## src/rtl/arith_arbiter_pkg.sv

```systemverilog
// Shared definitions for the two-requester arithmetic arbiter.
//   op_e      : operation codes carried on reqN_op
//   state_e   : arbiter FSM state encoding
//   W_*_DEF   : default operand / result widths
package arith_arbiter_pkg;

  localparam int unsigned W_OPND_DEF = 17;
  localparam int unsigned W_RES_DEF  = 20;

  typedef enum logic [1:0] {
    OpAdd = 2'b00,
    OpSub = 2'b01,
    OpMul = 2'b10,
    OpDiv = 2'b11
  } op_e;

  typedef enum logic [1:0] {
    StIdle = 2'b00,
    StExec = 2'b01,
    StDiv  = 2'b10,
    StResp = 2'b11
  } state_e;

endpackage

```

## src/rtl/arith_arbiter_if.sv

```systemverilog
// Request/response bundle between two requesters, the arbiter and one consumer.
//   reqN_valid/ready/op/a/b : request channel of requester N (N = 0, 1)
//   rsp_valid/ready/id/...  : single shared response channel
//   busy                    : arbiter has an operation in flight
// master = requester/consumer side, slave = arbiter side.
interface arith_arbiter_if #(
  parameter int unsigned W_OPND = arith_arbiter_pkg::W_OPND_DEF,
  parameter int unsigned W_RES  = arith_arbiter_pkg::W_RES_DEF
);
  logic              req0_valid;
  logic              req0_ready;
  logic [1:0]        req0_op;
  logic [W_OPND-1:0] req0_a;
  logic [W_OPND-1:0] req0_b;
  logic              req1_valid;
  logic              req1_ready;
  logic [1:0]        req1_op;
  logic [W_OPND-1:0] req1_a;
  logic [W_OPND-1:0] req1_b;
  logic              rsp_valid;
  logic              rsp_ready;
  logic              rsp_id;
  logic [W_RES-1:0]  rsp_result;
  logic              rsp_neg;
  logic              rsp_err;
  logic              busy;

  modport master (
    output req0_valid, req0_op, req0_a, req0_b,
    output req1_valid, req1_op, req1_a, req1_b,
    output rsp_ready,
    input  req0_ready, req1_ready,
    input  rsp_valid, rsp_id, rsp_result, rsp_neg, rsp_err, busy
  );

  modport slave (
    input  req0_valid, req0_op, req0_a, req0_b,
    input  req1_valid, req1_op, req1_a, req1_b,
    input  rsp_ready,
    output req0_ready, req1_ready,
    output rsp_valid, rsp_id, rsp_result, rsp_neg, rsp_err, busy
  );
endinterface

```

## src/rtl/arith_arbiter_seq_divider.sv

```systemverilog
// Iterative restoring divider, one quotient bit per clock, W bits total.
//   clk, reset  : clock, synchronous active-high reset
//   i_start     : load operands; the first quotient bit is produced on this edge
//   i_dividend  : a
//   i_divisor   : b (must be non-zero)
//   o_done      : quotient valid (one-cycle pulse, W-1 cycles after the start edge)
//   o_quotient  : floor(a / b)
module seq_divider #(
  parameter int unsigned W = 17
) (
  input  logic         clk,
  input  logic         reset,
  input  logic         i_start,
  input  logic [W-1:0] i_dividend,
  input  logic [W-1:0] i_divisor,
  output logic         o_done,
  output logic [W-1:0] o_quotient
);
  localparam int unsigned CW = $clog2(W + 1);

  logic [W-1:0]  r_rem;
  logic [W-1:0]  r_quo;
  logic [W-1:0]  r_div;
  logic [CW-1:0] r_cnt;
  logic          r_busy;

  logic [W-1:0] w_rem_in;
  logic [W-1:0] w_quo_in;
  logic [W-1:0] w_div_in;
  logic [W:0]   w_shift;
  logic         w_ge;
  logic [W-1:0] w_rem_step;
  logic [W-1:0] w_quo_step;

  // One restoring step; on start it runs on the fresh operands so the
  // load edge already yields the first quotient bit.
  always_comb begin
    w_rem_in   = i_start ? '0 : r_rem;
    w_quo_in   = i_start ? i_dividend : r_quo;
    w_div_in   = i_start ? i_divisor : r_div;
    w_shift    = {w_rem_in, w_quo_in[W-1]};
    w_ge       = w_shift >= {1'b0, w_div_in};
    // Remainder after subtract is < divisor, so modulo-2^W subtraction is exact.
    w_rem_step = w_ge ? (w_shift[W-1:0] - w_div_in) : w_shift[W-1:0];
    w_quo_step = {w_quo_in[W-2:0], w_ge};
  end

  always_ff @(posedge clk) begin
    if (reset) begin
      r_rem  <= '0;
      r_quo  <= '0;
      r_div  <= '0;
      r_cnt  <= '0;
      r_busy <= 1'b0;
    end else if (i_start) begin
      r_rem  <= w_rem_step;
      r_quo  <= w_quo_step;
      r_div  <= i_divisor;
      r_cnt  <= CW'(W - 1);
      r_busy <= 1'b1;
    end else if (r_busy) begin
      if (r_cnt != '0) begin
        r_rem <= w_rem_step;
        r_quo <= w_quo_step;
        r_cnt <= r_cnt - 1'b1;
      end else begin
        r_busy <= 1'b0;
      end
    end
  end

  assign o_done     = r_busy && (r_cnt == '0);
  assign o_quotient = r_quo;

endmodule

```

## src/rtl/arith_arbiter.sv

```systemverilog
// Two-requester round-robin arbiter feeding one arithmetic unit
// (add / sub / mul inline, div via seq_divider). One operation in flight.
//   clk, reset : clock, synchronous active-high reset
//   bus        : arith_arbiter_if slave side (requests, response, busy)
module arith_arbiter #(
  parameter int unsigned W_OPND = arith_arbiter_pkg::W_OPND_DEF,
  parameter int unsigned W_RES  = arith_arbiter_pkg::W_RES_DEF
) (
  input  logic            clk,
  input  logic            reset,
  arith_arbiter_if.slave  bus
);
  import arith_arbiter_pkg::*;

  localparam int unsigned W_PROD = 2 * W_OPND;

  state_e            r_state, w_state_d;
  logic              r_rr, w_rr_d;
  op_e               r_op, w_op_d;
  logic [W_OPND-1:0] r_a, w_a_d;
  logic [W_OPND-1:0] r_b, w_b_d;
  logic              r_id, w_id_d;
  logic [W_RES-1:0]  r_result, w_result_d;
  logic              r_neg, w_neg_d;
  logic              r_err, w_err_d;

  logic              w_gnt_valid;
  logic              w_gnt_id;
  logic              w_accept;
  op_e               w_sel_op;
  logic [W_OPND-1:0] w_sel_a;
  logic [W_OPND-1:0] w_sel_b;
  logic              w_div_start;
  logic              w_div_done;
  logic [W_OPND-1:0] w_div_quo;
  logic [W_PROD-1:0] w_prod;
  logic [W_RES-1:0]  w_exec_result;
  logic              w_exec_neg;
  logic              w_exec_err;

  // Grant: sole valid requester wins, ties go to the rr pointer.
  always_comb begin
    w_gnt_valid = (r_state == StIdle) && (bus.req0_valid || bus.req1_valid);
    w_gnt_id    = (bus.req0_valid && bus.req1_valid) ? r_rr : bus.req1_valid;
    w_accept    = w_gnt_valid;
    w_sel_op    = op_e'(w_gnt_id ? bus.req1_op : bus.req0_op);
    w_sel_a     = w_gnt_id ? bus.req1_a : bus.req0_a;
    w_sel_b     = w_gnt_id ? bus.req1_b : bus.req0_b;
    w_div_start = w_accept && (w_sel_op == OpDiv) && (w_sel_b != '0);
  end

  assign bus.req0_ready = w_gnt_valid && !w_gnt_id;
  assign bus.req1_ready = w_gnt_valid && w_gnt_id;

  seq_divider #(
    .W (W_OPND)
  ) u_div (
    .clk        (clk),
    .reset      (reset),
    .i_start    (w_div_start),
    .i_dividend (w_sel_a),
    .i_divisor  (w_sel_b),
    .o_done     (w_div_done),
    .o_quotient (w_div_quo)
  );

  // Single-cycle results from the latched operands.
  always_comb begin
    w_prod        = W_PROD'(r_a) * W_PROD'(r_b);
    w_exec_result = '0;
    w_exec_neg    = 1'b0;
    w_exec_err    = 1'b0;
    unique case (r_op)
      OpAdd: w_exec_result = W_RES'(r_a) + W_RES'(r_b);
      OpSub: begin
        w_exec_neg    = r_a < r_b;
        w_exec_result = w_exec_neg ? W_RES'(r_b - r_a) : W_RES'(r_a - r_b);
      end
      OpMul: begin
        w_exec_err    = (w_prod >> W_RES) != '0;
        w_exec_result = w_exec_err ? '1 : W_RES'(w_prod);
      end
      // Only reaches EXEC with b == 0.
      OpDiv: begin
        w_exec_err    = 1'b1;
        w_exec_result = '1;
      end
    endcase
  end

  always_comb begin
    w_state_d  = r_state;
    w_rr_d     = r_rr;
    w_op_d     = r_op;
    w_a_d      = r_a;
    w_b_d      = r_b;
    w_id_d     = r_id;
    w_result_d = r_result;
    w_neg_d    = r_neg;
    w_err_d    = r_err;
    unique case (r_state)
      StIdle: begin
        if (w_accept) begin
          w_op_d    = w_sel_op;
          w_a_d     = w_sel_a;
          w_b_d     = w_sel_b;
          w_id_d    = w_gnt_id;
          w_rr_d    = !w_gnt_id;
          w_state_d = w_div_start ? StDiv : StExec;
        end
      end
      StExec: begin
        w_result_d = w_exec_result;
        w_neg_d    = w_exec_neg;
        w_err_d    = w_exec_err;
        w_state_d  = StResp;
      end
      StDiv: begin
        if (w_div_done) begin
          w_result_d = W_RES'(w_div_quo);
          w_neg_d    = 1'b0;
          w_err_d    = 1'b0;
          w_state_d  = StResp;
        end
      end
      StResp: begin
        if (bus.rsp_ready) w_state_d = StIdle;
      end
    endcase
  end

  always_ff @(posedge clk) begin
    if (reset) begin
      r_state  <= StIdle;
      r_rr     <= 1'b0;
      r_op     <= OpAdd;
      r_a      <= '0;
      r_b      <= '0;
      r_id     <= 1'b0;
      r_result <= '0;
      r_neg    <= 1'b0;
      r_err    <= 1'b0;
    end else begin
      r_state  <= w_state_d;
      r_rr     <= w_rr_d;
      r_op     <= w_op_d;
      r_a      <= w_a_d;
      r_b      <= w_b_d;
      r_id     <= w_id_d;
      r_result <= w_result_d;
      r_neg    <= w_neg_d;
      r_err    <= w_err_d;
    end
  end

  assign bus.rsp_valid  = (r_state == StResp);
  assign bus.rsp_id     = r_id;
  assign bus.rsp_result = r_result;
  assign bus.rsp_neg    = r_neg;
  assign bus.rsp_err    = r_err;
  assign bus.busy       = (r_state != StIdle);

endmodule

```

## src/flat_wrapper.sv

```systemverilog
// flat-port wrapper written by rule: the top's interface ports become plain ports
module arith_arbiter_flat import arith_arbiter_pkg::*;
#(
  parameter int unsigned W_OPND = arith_arbiter_pkg::W_OPND_DEF,
  parameter int unsigned W_RES  = arith_arbiter_pkg::W_RES_DEF
)
  (clk, reset, bus_req0_valid, bus_req0_op, bus_req0_a, bus_req0_b, bus_req1_valid, bus_req1_op, bus_req1_a, bus_req1_b, bus_rsp_ready, bus_req0_ready, bus_req1_ready, bus_rsp_valid, bus_rsp_id, bus_rsp_result, bus_rsp_neg, bus_rsp_err, bus_busy);
  arith_arbiter_if #(.W_OPND(W_OPND), .W_RES(W_RES)) bus_i ();
  input  logic clk;
  input  logic reset;
  input wire logic [$bits(bus_i.req0_valid)-1:0] bus_req0_valid;
  input wire logic [$bits(bus_i.req0_op)-1:0] bus_req0_op;
  input wire logic [$bits(bus_i.req0_a)-1:0] bus_req0_a;
  input wire logic [$bits(bus_i.req0_b)-1:0] bus_req0_b;
  input wire logic [$bits(bus_i.req1_valid)-1:0] bus_req1_valid;
  input wire logic [$bits(bus_i.req1_op)-1:0] bus_req1_op;
  input wire logic [$bits(bus_i.req1_a)-1:0] bus_req1_a;
  input wire logic [$bits(bus_i.req1_b)-1:0] bus_req1_b;
  input wire logic [$bits(bus_i.rsp_ready)-1:0] bus_rsp_ready;
  output wire logic [$bits(bus_i.req0_ready)-1:0] bus_req0_ready;
  output wire logic [$bits(bus_i.req1_ready)-1:0] bus_req1_ready;
  output wire logic [$bits(bus_i.rsp_valid)-1:0] bus_rsp_valid;
  output wire logic [$bits(bus_i.rsp_id)-1:0] bus_rsp_id;
  output wire logic [$bits(bus_i.rsp_result)-1:0] bus_rsp_result;
  output wire logic [$bits(bus_i.rsp_neg)-1:0] bus_rsp_neg;
  output wire logic [$bits(bus_i.rsp_err)-1:0] bus_rsp_err;
  output wire logic [$bits(bus_i.busy)-1:0] bus_busy;
  assign bus_i.req0_valid = bus_req0_valid;
  assign bus_i.req0_op = bus_req0_op;
  assign bus_i.req0_a = bus_req0_a;
  assign bus_i.req0_b = bus_req0_b;
  assign bus_i.req1_valid = bus_req1_valid;
  assign bus_i.req1_op = bus_req1_op;
  assign bus_i.req1_a = bus_req1_a;
  assign bus_i.req1_b = bus_req1_b;
  assign bus_i.rsp_ready = bus_rsp_ready;
  assign bus_req0_ready = bus_i.req0_ready;
  assign bus_req1_ready = bus_i.req1_ready;
  assign bus_rsp_valid = bus_i.rsp_valid;
  assign bus_rsp_id = bus_i.rsp_id;
  assign bus_rsp_result = bus_i.rsp_result;
  assign bus_rsp_neg = bus_i.rsp_neg;
  assign bus_rsp_err = bus_i.rsp_err;
  assign bus_busy = bus_i.busy;
  arith_arbiter #(.W_OPND(W_OPND), .W_RES(W_RES)) u_core (.clk(clk), .reset(reset), .bus(bus_i));
endmodule
```

## config.mk

```make
export PLATFORM = sky130hd
export DESIGN_NAME = arith_arbiter_flat
export DESIGN_NICKNAME = d
export VERILOG_FILES = /design/src/rtl/arith_arbiter_pkg.sv /design/src/rtl/arith_arbiter_if.sv /design/src/rtl/arith_arbiter_seq_divider.sv /design/src/rtl/arith_arbiter.sv /design/src/flat_wrapper.sv
export SDC_FILE = /design/constraint.sdc
export NUM_CORES = 1
export LEC_CHECK = 0
export BUFFER_PORTS_ARGS = -buffer_cell sky130_fd_sc_hd__buf_2
export CAP_MARGIN = 30
export CORE_ASPECT_RATIO = 1.5
export CORE_UTILIZATION = 50
export CTS_CLUSTER_DIAMETER = 60
export DETAILED_ROUTE_END_ITERATION = 12
export GPL_TIMING_DRIVEN = 0
export HOLD_SLACK_MARGIN = 0.08
export MAX_ROUTING_LAYER = met4
export PLACE_DENSITY = 0.77
export RECOVER_POWER = 25
export SETUP_SLACK_MARGIN = 0.3
export SYNTH_ARGS = -nofsm -noshare
export SYNTH_HDL_FRONTEND = slang
export SYNTH_HIERARCHICAL = 1
export SYNTH_SLANG_ARGS = --single-unit
```

## constraint.sdc

```tcl
create_clock -name clk -period 8.2 [get_ports clk]
set_input_delay 0.82 -clock clk [delete_from_list [all_inputs] [get_ports clk]]
set_output_delay 0.82 -clock clk [all_outputs]
set_load 0.01 [all_outputs]
```

# Word-level counts from Yosys, hierarchy flattened
# Index checks and enable logic that the tools add are counted.
dict set report totals {
  ff_bits 119
  input_bits 77
}
dict set report op_classes {
  order_cmp 2
  reduce_logical 25
  multipliers 1
  add_sub_neg 5
  mux 35
  eq_ne 10
}
# cell count
set ops {}
lappend ops {{$mux 17} 12}
lappend ops {{$pmux 20 s4} 1}
lappend ops {{$mux 20} 3}
lappend ops {{$pmux 20 s2} 1}
lappend ops {{$sub 17x17->18} 2}
lappend ops {{$mul 17x17->34} 1}
lappend ops {{$reduce_bool 34->1} 1}
lappend ops {{$add 17x17->18} 1}
lappend ops {{$ge 18x17->1} 1}
lappend ops {{$lt 17x17->1} 1}
lappend ops {{$reduce_bool 17->1} 1}
lappend ops {{$sub 17x17->17} 1}
lappend ops {{$mux 5} 3}
lappend ops {{$eq 2x2->1 const B} 5}
lappend ops {{$mux 2} 5}
lappend ops {{$pmux 2 s4} 1}
lappend ops {{$reduce_and 2->1} 4}
lappend ops {{$reduce_bool 2->1} 4}
lappend ops {{$logic_and 1x1->1} 7}
lappend ops {{$mux 1} 6}
lappend ops {{$pmux 1 s2} 3}
lappend ops {{$logic_not 5->1} 1}
lappend ops {{$reduce_bool 5->1} 1}
lappend ops {{$sub 5x1->5 const B} 1}
lappend ops {{other kinds (8)} 11}

# Longest topological paths before layout
dict set report depth {
  depth_word 12
  depth_mapped 28
  mapped_depth_nobuf 26
}

# Modules after synthesis
# Netlist, hierarchy kept.
# mod n_inst seq_area_each_um2 cells_each area_each_um2
set modules_own_cells {}
lappend modules_own_cells {arith_arbiter 1 1241.2 1903 15164.5}
lappend modules_own_cells {seq_divider 1 1141.1 417 3417.0}

# Worst setup path before layout
# No wires, ideal clock.
dict set report synth_path {
  kind {reg-to-reg}
  startpoint {reg u_core.r_a[9]}
  endpoint {reg u_core.r_result[16], in the netlist u_core/bus.rsp_result[16]}
  setup_slack_ns 1.748
  arrival_time_ns 6.318
  setup_ns 0.134
  stages_incl_launch_ff 26
  path_cell_list {dfxtp_1 clkbuf_1 inv_1 clkbuf_1 nor2_1 fa_1 inv_1 fa_1 fa_1 inv_1 fa_1 fa_1 inv_1 fa_1 inv_1 ha_1 nand2_1 or3_1 or3_1 a31oi_1 nor2b_1 xnor2_1 nor4_4 nand2_2 a21oi_2 a211oi_1}
}
dict set report synth_between {
  elab_chain_len 5
}
# item line
set synth_lines {}
lappend synth_lines {{from (decl)} arith_arbiter.sv:20} ;# logic [W_OPND-1:0] r_a, w_a_d;
lappend synth_lines {{from (signal assigned)} arith_arbiter.sv:147} ;# r_a <= w_a_d;
lappend synth_lines {{$mul 17x17->34} arith_arbiter.sv:69} ;# w_prod = W_PROD'(r_a) * W_PROD'(r_b);
lappend synth_lines {{$reduce_bool 34->1} arith_arbiter.sv:80} ;# w_exec_err = (w_prod >> W_RES) != '0;
lappend synth_lines {{$mux 20} arith_arbiter.sv:81} ;# w_exec_result = w_exec_err ? '1 : W_RES'(w_prod);
lappend synth_lines {{$pmux 20 s4 (*)} arith_arbiter.sv:73} ;# unique case (r_op)
lappend synth_lines {{$pmux 20 s2 (*)} arith_arbiter.sv:101} ;# unique case (r_state)
lappend synth_lines {{to (signal assigned)} arith_arbiter.sv:150} ;# r_result <= w_result_d;
lappend synth_lines {{to (decl)} arith_arbiter.sv:23} ;# logic [W_RES-1:0] r_result, w_result_d;
# Mark *: on every way between the ends. The rest lies on a longest branch, timed or not.
# A chain may end at the register's enable or synchronous reset.

# Worst setup path in the final report
dict set report layout_path {
  startpoint {reg u_core.r_b[9]}
  endpoint {reg u_core.r_result[4], in the netlist u_core/bus.rsp_result[4]}
}
dict set report layout_between {
  elab_chain_len 5
}
# item line
set layout_lines {}
lappend layout_lines {{from (decl)} arith_arbiter.sv:21} ;# logic [W_OPND-1:0] r_b, w_b_d;
lappend layout_lines {{from (signal assigned)} arith_arbiter.sv:148} ;# r_b <= w_b_d;
lappend layout_lines {{$mul 17x17->34} arith_arbiter.sv:69}
lappend layout_lines {{$reduce_bool 34->1} arith_arbiter.sv:80}
lappend layout_lines {{$mux 20} arith_arbiter.sv:81}
lappend layout_lines {{$pmux 20 s4 (*)} arith_arbiter.sv:73}
lappend layout_lines {{$pmux 20 s2 (*)} arith_arbiter.sv:101}
# Marked as above.

==> qor.csv <==
metric,value,unit
chipWidth,159.4,um
gr-usage-met2,0.6865,
net_count_of_the_mapped_netlist,2807,
final_core_utilization,0.5559,
rr_endpoint,u_core/bus.rsp_result[4]$_SDFFE_PP0P_,
grt_overflow,0,
unrepaired_setup_endpoints_after_global_routing,no,
overall_track_demand_over_capacity_in_global_routing,0.3867,
area_growth_syn_to_layout,9.771,%
cts_root_buf,clkbuf_16,
synthesis.yosys.warnings,6,
detailroute.via_count,17570,
antenna_cells_inserted,0,
whs_endpoint,u_core/bus.rsp_result[18]$_SDFFE_PP0P_,
setup_viol,0,
timing.critical_path.slowest_cell_delay,0.57,ns
drive_gt1_frac,0.09439,
hold_viol_final,0,
tritoncts_num_sinks,119,
ff2ff_setup_slack,0.45,ns
globalplace.congestion,1.037,
synth.ff_latch_count,119,
report.final.slew_viol_count,0,
floorplan.initialDensity,0.5064,
synth_largest_area_cell,fa_1,
hold_path_depth,2,
cts_tree,done,
clockBufferDepth,2,
worst_pin_slew,1.429,ns
place.detailed.hpwl,59010,um
post_synth_top_flop,dfxtp_1,
relSlewSlack,0.03704,
final.setup_skew,0.01143,ns
worstSetupPathType,flop to flop,
cpMostUsedCell,fa_1,
cts_buffers,17,
worst_setup_hold_path_clk_slew,0.05,ns
critPathLaunchType,flop,
synth_top_cell_area_share,0.2456,
syn_inst,2320,
outcome,"finished, final reports clean",
worst-r2r-cell-count,23,
nets,2933,
cell_area_synth,18580,um^2
holdCritStartpoint,u_core/bus.rsp_result[18]$_SDFFE_PP0P_,
grt_max_degree,17,
ys_top_cells_by_area,"fa_1 (25%), dfxtp_1 (13%), ha_1 (12%)",
holdBufCountCts,0,
wl,70430,um
final.fill_count,3477,
met3_track_demand_over_resource_in_global_routing,0.03876,
gr-usage-met1,0.3844,
hold_path_class,flop to flop,
core_region_area,36690,um^2
area_used_by_multi_input_combinational_logic,14340,um^2
proportion_of_register_bits_with_asynchronous_set_or_reset_after_synthesis,0,
detail_route.vias_per_cell,5.972,
cpMaxStageDelayCell,fa_1,
floorplan.rows,86,
die-area,37950,um^2
io-pin-count,104,
clock.fmax,0.1291,GHz
synth_area_per_cell,8.009,um^2
gr-max-usage-layer,met2,
crit_chain,clkbuf_2 -> clkinv_2 -> nor2_1 -> fa_1 -> inv_1 -> fa_1 -> fa_1 -> fa_1 -> fa_1 -> fa_1 -> inv_1 -> ha_1 -> clkbuf_2 -> nand4_1 -> or3_1 -> or3_1 -> a31oi_1 -> nor2b_1 -> xnor2_1 -> nor4_4 -> nand2_2 -> nor2_1 -> o32ai_1,
critical-path-top-delay-family,adder cells,
post-route-worst-setup-slack,0.4517,ns
timing.final.crit_period,7.748,ns
hold-worst-slack,0.4791,ns
grt_pass1_vias,18320,
maxCapViolCount,0,
cp_max_fo,10,
place.port_buffers,103,
grt_pass1_wl,106200,um
arrival,8.03,ns
clock_latency,0.43,ns
synth_cell_type_count,98,
ctsHtreeMaxLevel,4,
final_min_period_over_clock_period,0.9449,
worst-path-buf-inv,5,
detail_route.drc_violations,0,
detail_route.wl_per_cell,23.94,um
r2r_path_start,u_core/r_b[9]$_SDFFE_PP0P_,
drt_pass1_iterations,7,
pre_cts_slack,-0.2238,ns
synth_sequential_area_ratio,0.1282,
first_iter_violations,1128,
required,8.48,ns
antenna_violating_nets_post_route,0,
worstSetupEndpointType,flop,
chipHeight,238.1,um
number_of_enable_type_register_cells_in_the_synthesized_netlist,0,
seq_area,2392,um^2
antenna_violations_before_repair,0,
metal layers:
| metal | part of all wire | up-vias | routed length [um] |
|---|---|---|---|
| met4 | 0.094 | 0 | 6640 |
| met1 | 0.35 | 8510 | 24670 |
| met5 | 0 | - | 0 |
| li1 | - | 7882 | - |
| met3 | 0.050 | 328 | 3521 |
| met2 | 0.51 | 851 | 35600 |
timing repair:
action,CTS,global route
resized for setup,23,24
buffers inserted,0,3
endpoints found under the setup margin,21,15
stage by stage:
step	setup TNS, ns	area [um^2]	std cells
floorplan	0	18580	2320
global placement	-0.2048	19700	2907
detailed placement	-0.3153	19710	2908
CTS	0	20370	2939
global route	0	20400	2942
finish	0	20400	2942
worst max-delay path by stage:
stage / to / from / slack (ns) / cells after the start
2_1_floorplan: u_core/bus.rsp_result[16]$_SDFFE_PP0P_ / u_core/r_a[9]$_SDFFE_PP0P_ / 1.75 / 25
3_3_place_gp: u_core/bus.rsp_result[11]$_SDFFE_PP0P_ / u_core/r_b[9]$_SDFFE_PP0P_ / -0.20 / 23
3_5_place_dp: u_core/bus.rsp_result[11]$_SDFFE_PP0P_ / u_core/r_b[9]$_SDFFE_PP0P_ / -0.22 / 23
4_1_cts: u_core/bus.rsp_result[11]$_SDFFE_PP0P_ / u_core/r_b[13]$_SDFFE_PP0P_ / 0.33 / 23
5_1_grt: u_core/bus.rsp_result[4]$_SDFFE_PP0P_ / u_core/r_a[9]$_SDFFE_PP0P_ / 0.30 / 26
6_report: u_core/bus.rsp_result[4]$_SDFFE_PP0P_ / u_core/r_b[9]$_SDFFE_PP0P_ / 0.45 / 23
cells by family after synthesis:
family | share of synthesized area
and+or+nand+nor | 0.1688
buffers and inverters | 0.1007
AOI/OAI and AO/OA | 0.1668
adders and majority gates | 0.3682
DFF | 0.1282
muxes | 0.04235
xor gates and xnor gates | 0.02498
tightest hold or removal path: cells and delay by family (launching register included):
family	cells	cell delay, ns
flip-flops	1	0.33
AND/OR/NAND/NOR	2	0.12
placed cells by master (no fill, tap or decap), types with 7 or more instances in the layout:
cell type | netlist | routed
a21o_1 | 27 | 27
o21ai_0 | 62 | 63
nand4_1 | 14 | 14
clkbuf_16 | 0 | 17
dfxtp_1 | 119 | 111
o31ai_1 | 8 | 8
nor2b_1 | 28 | 28
and3_1 | 9 | 9
o21bai_1 | 18 | 18
nor2_1 | 338 | 338
dfxtp_2 | 0 | 8
or3_1 | 16 | 16
mux2i_1 | 46 | 46
mux2_2 | 28 | 28
inv_1 | 368 | 366
a211o_1 | 7 | 7
clkbuf_2 | 3 | 21
nand3_1 | 22 | 22
buf_2 | 16 | 100
xnor2_1 | 33 | 33
o32ai_1 | 7 | 7
o211ai_1 | 8 | 8
xor2_1 | 20 | 20
nor3_1 | 30 | 30
fa_1 | 228 | 228
nand2_1 | 206 | 206
clkbuf_1 | 69 | 80
nand2b_1 | 8 | 8
a21oi_1 | 144 | 143
a211oi_1 | 53 | 53
ha_1 | 182 | 182
o21a_1 | 12 | 12
a31oi_1 | 18 | 18
o21ai_1 | 16 | 15
synth_stat cells (6+ instances only):
cell      instances
inv_1           368
nor2_1          338
fa_1            228
nand2_1         206
ha_1            182
a21oi_1         144
dfxtp_1         119
clkbuf_1         69
o21ai_0          62
a211oi_1         53
mux2i_1          46
xnor2_1          33
nor3_1           30
mux2_2           28
nor2b_1          28
a21o_1           27
nand3_1          22
xor2_1           20
a31oi_1          18
o21bai_1         18
buf_2            16
o21ai_1          16
or3_1            16
nand4_1          14
buf_1            13
o21a_1           12
and3_1            9
clkinv_1          8
nand2b_1          8
o211ai_1          8
o31ai_1           8
a211o_1           7
o32ai_1           7
a221oi_1          6
a22oi_1           6
nand3b_1          6
nor4_1            6
sequential cells by signal, summed over array words and instances, names as in the netlist:
signal	count
u_core/bus.rsp_result	20
u_core/r_a	17
u_core/r_b	17
u_core/u_div/o_quotient	17
u_core/u_div/r_div	17
u_core/u_div/r_rem	17
u_core/u_div/r_cnt	5
u_core/r_op	2
u_core/r_state	2
u_core/bus.rsp_err	1
u_core/bus.rsp_id	1
u_core/bus.rsp_neg	1
u_core/r_rr	1
u_core/u_div/r_busy	1
cell type report:
class                           instances  area share
Multi-Input combinational cell       1716      0.7030
Sequential cell                       119      0.1173
Inverter                              379     0.07030
Tap cell                              484     0.02969
Timing Repair Buffer                  107     0.02503
Clock buffer                           24     0.02411
Buffer                                106     0.02362
Clock inverter                          7    0.006932
Power is not shown: default switching activity piles up to over one toggle a cycle in this logic, so the estimate is an artifact.
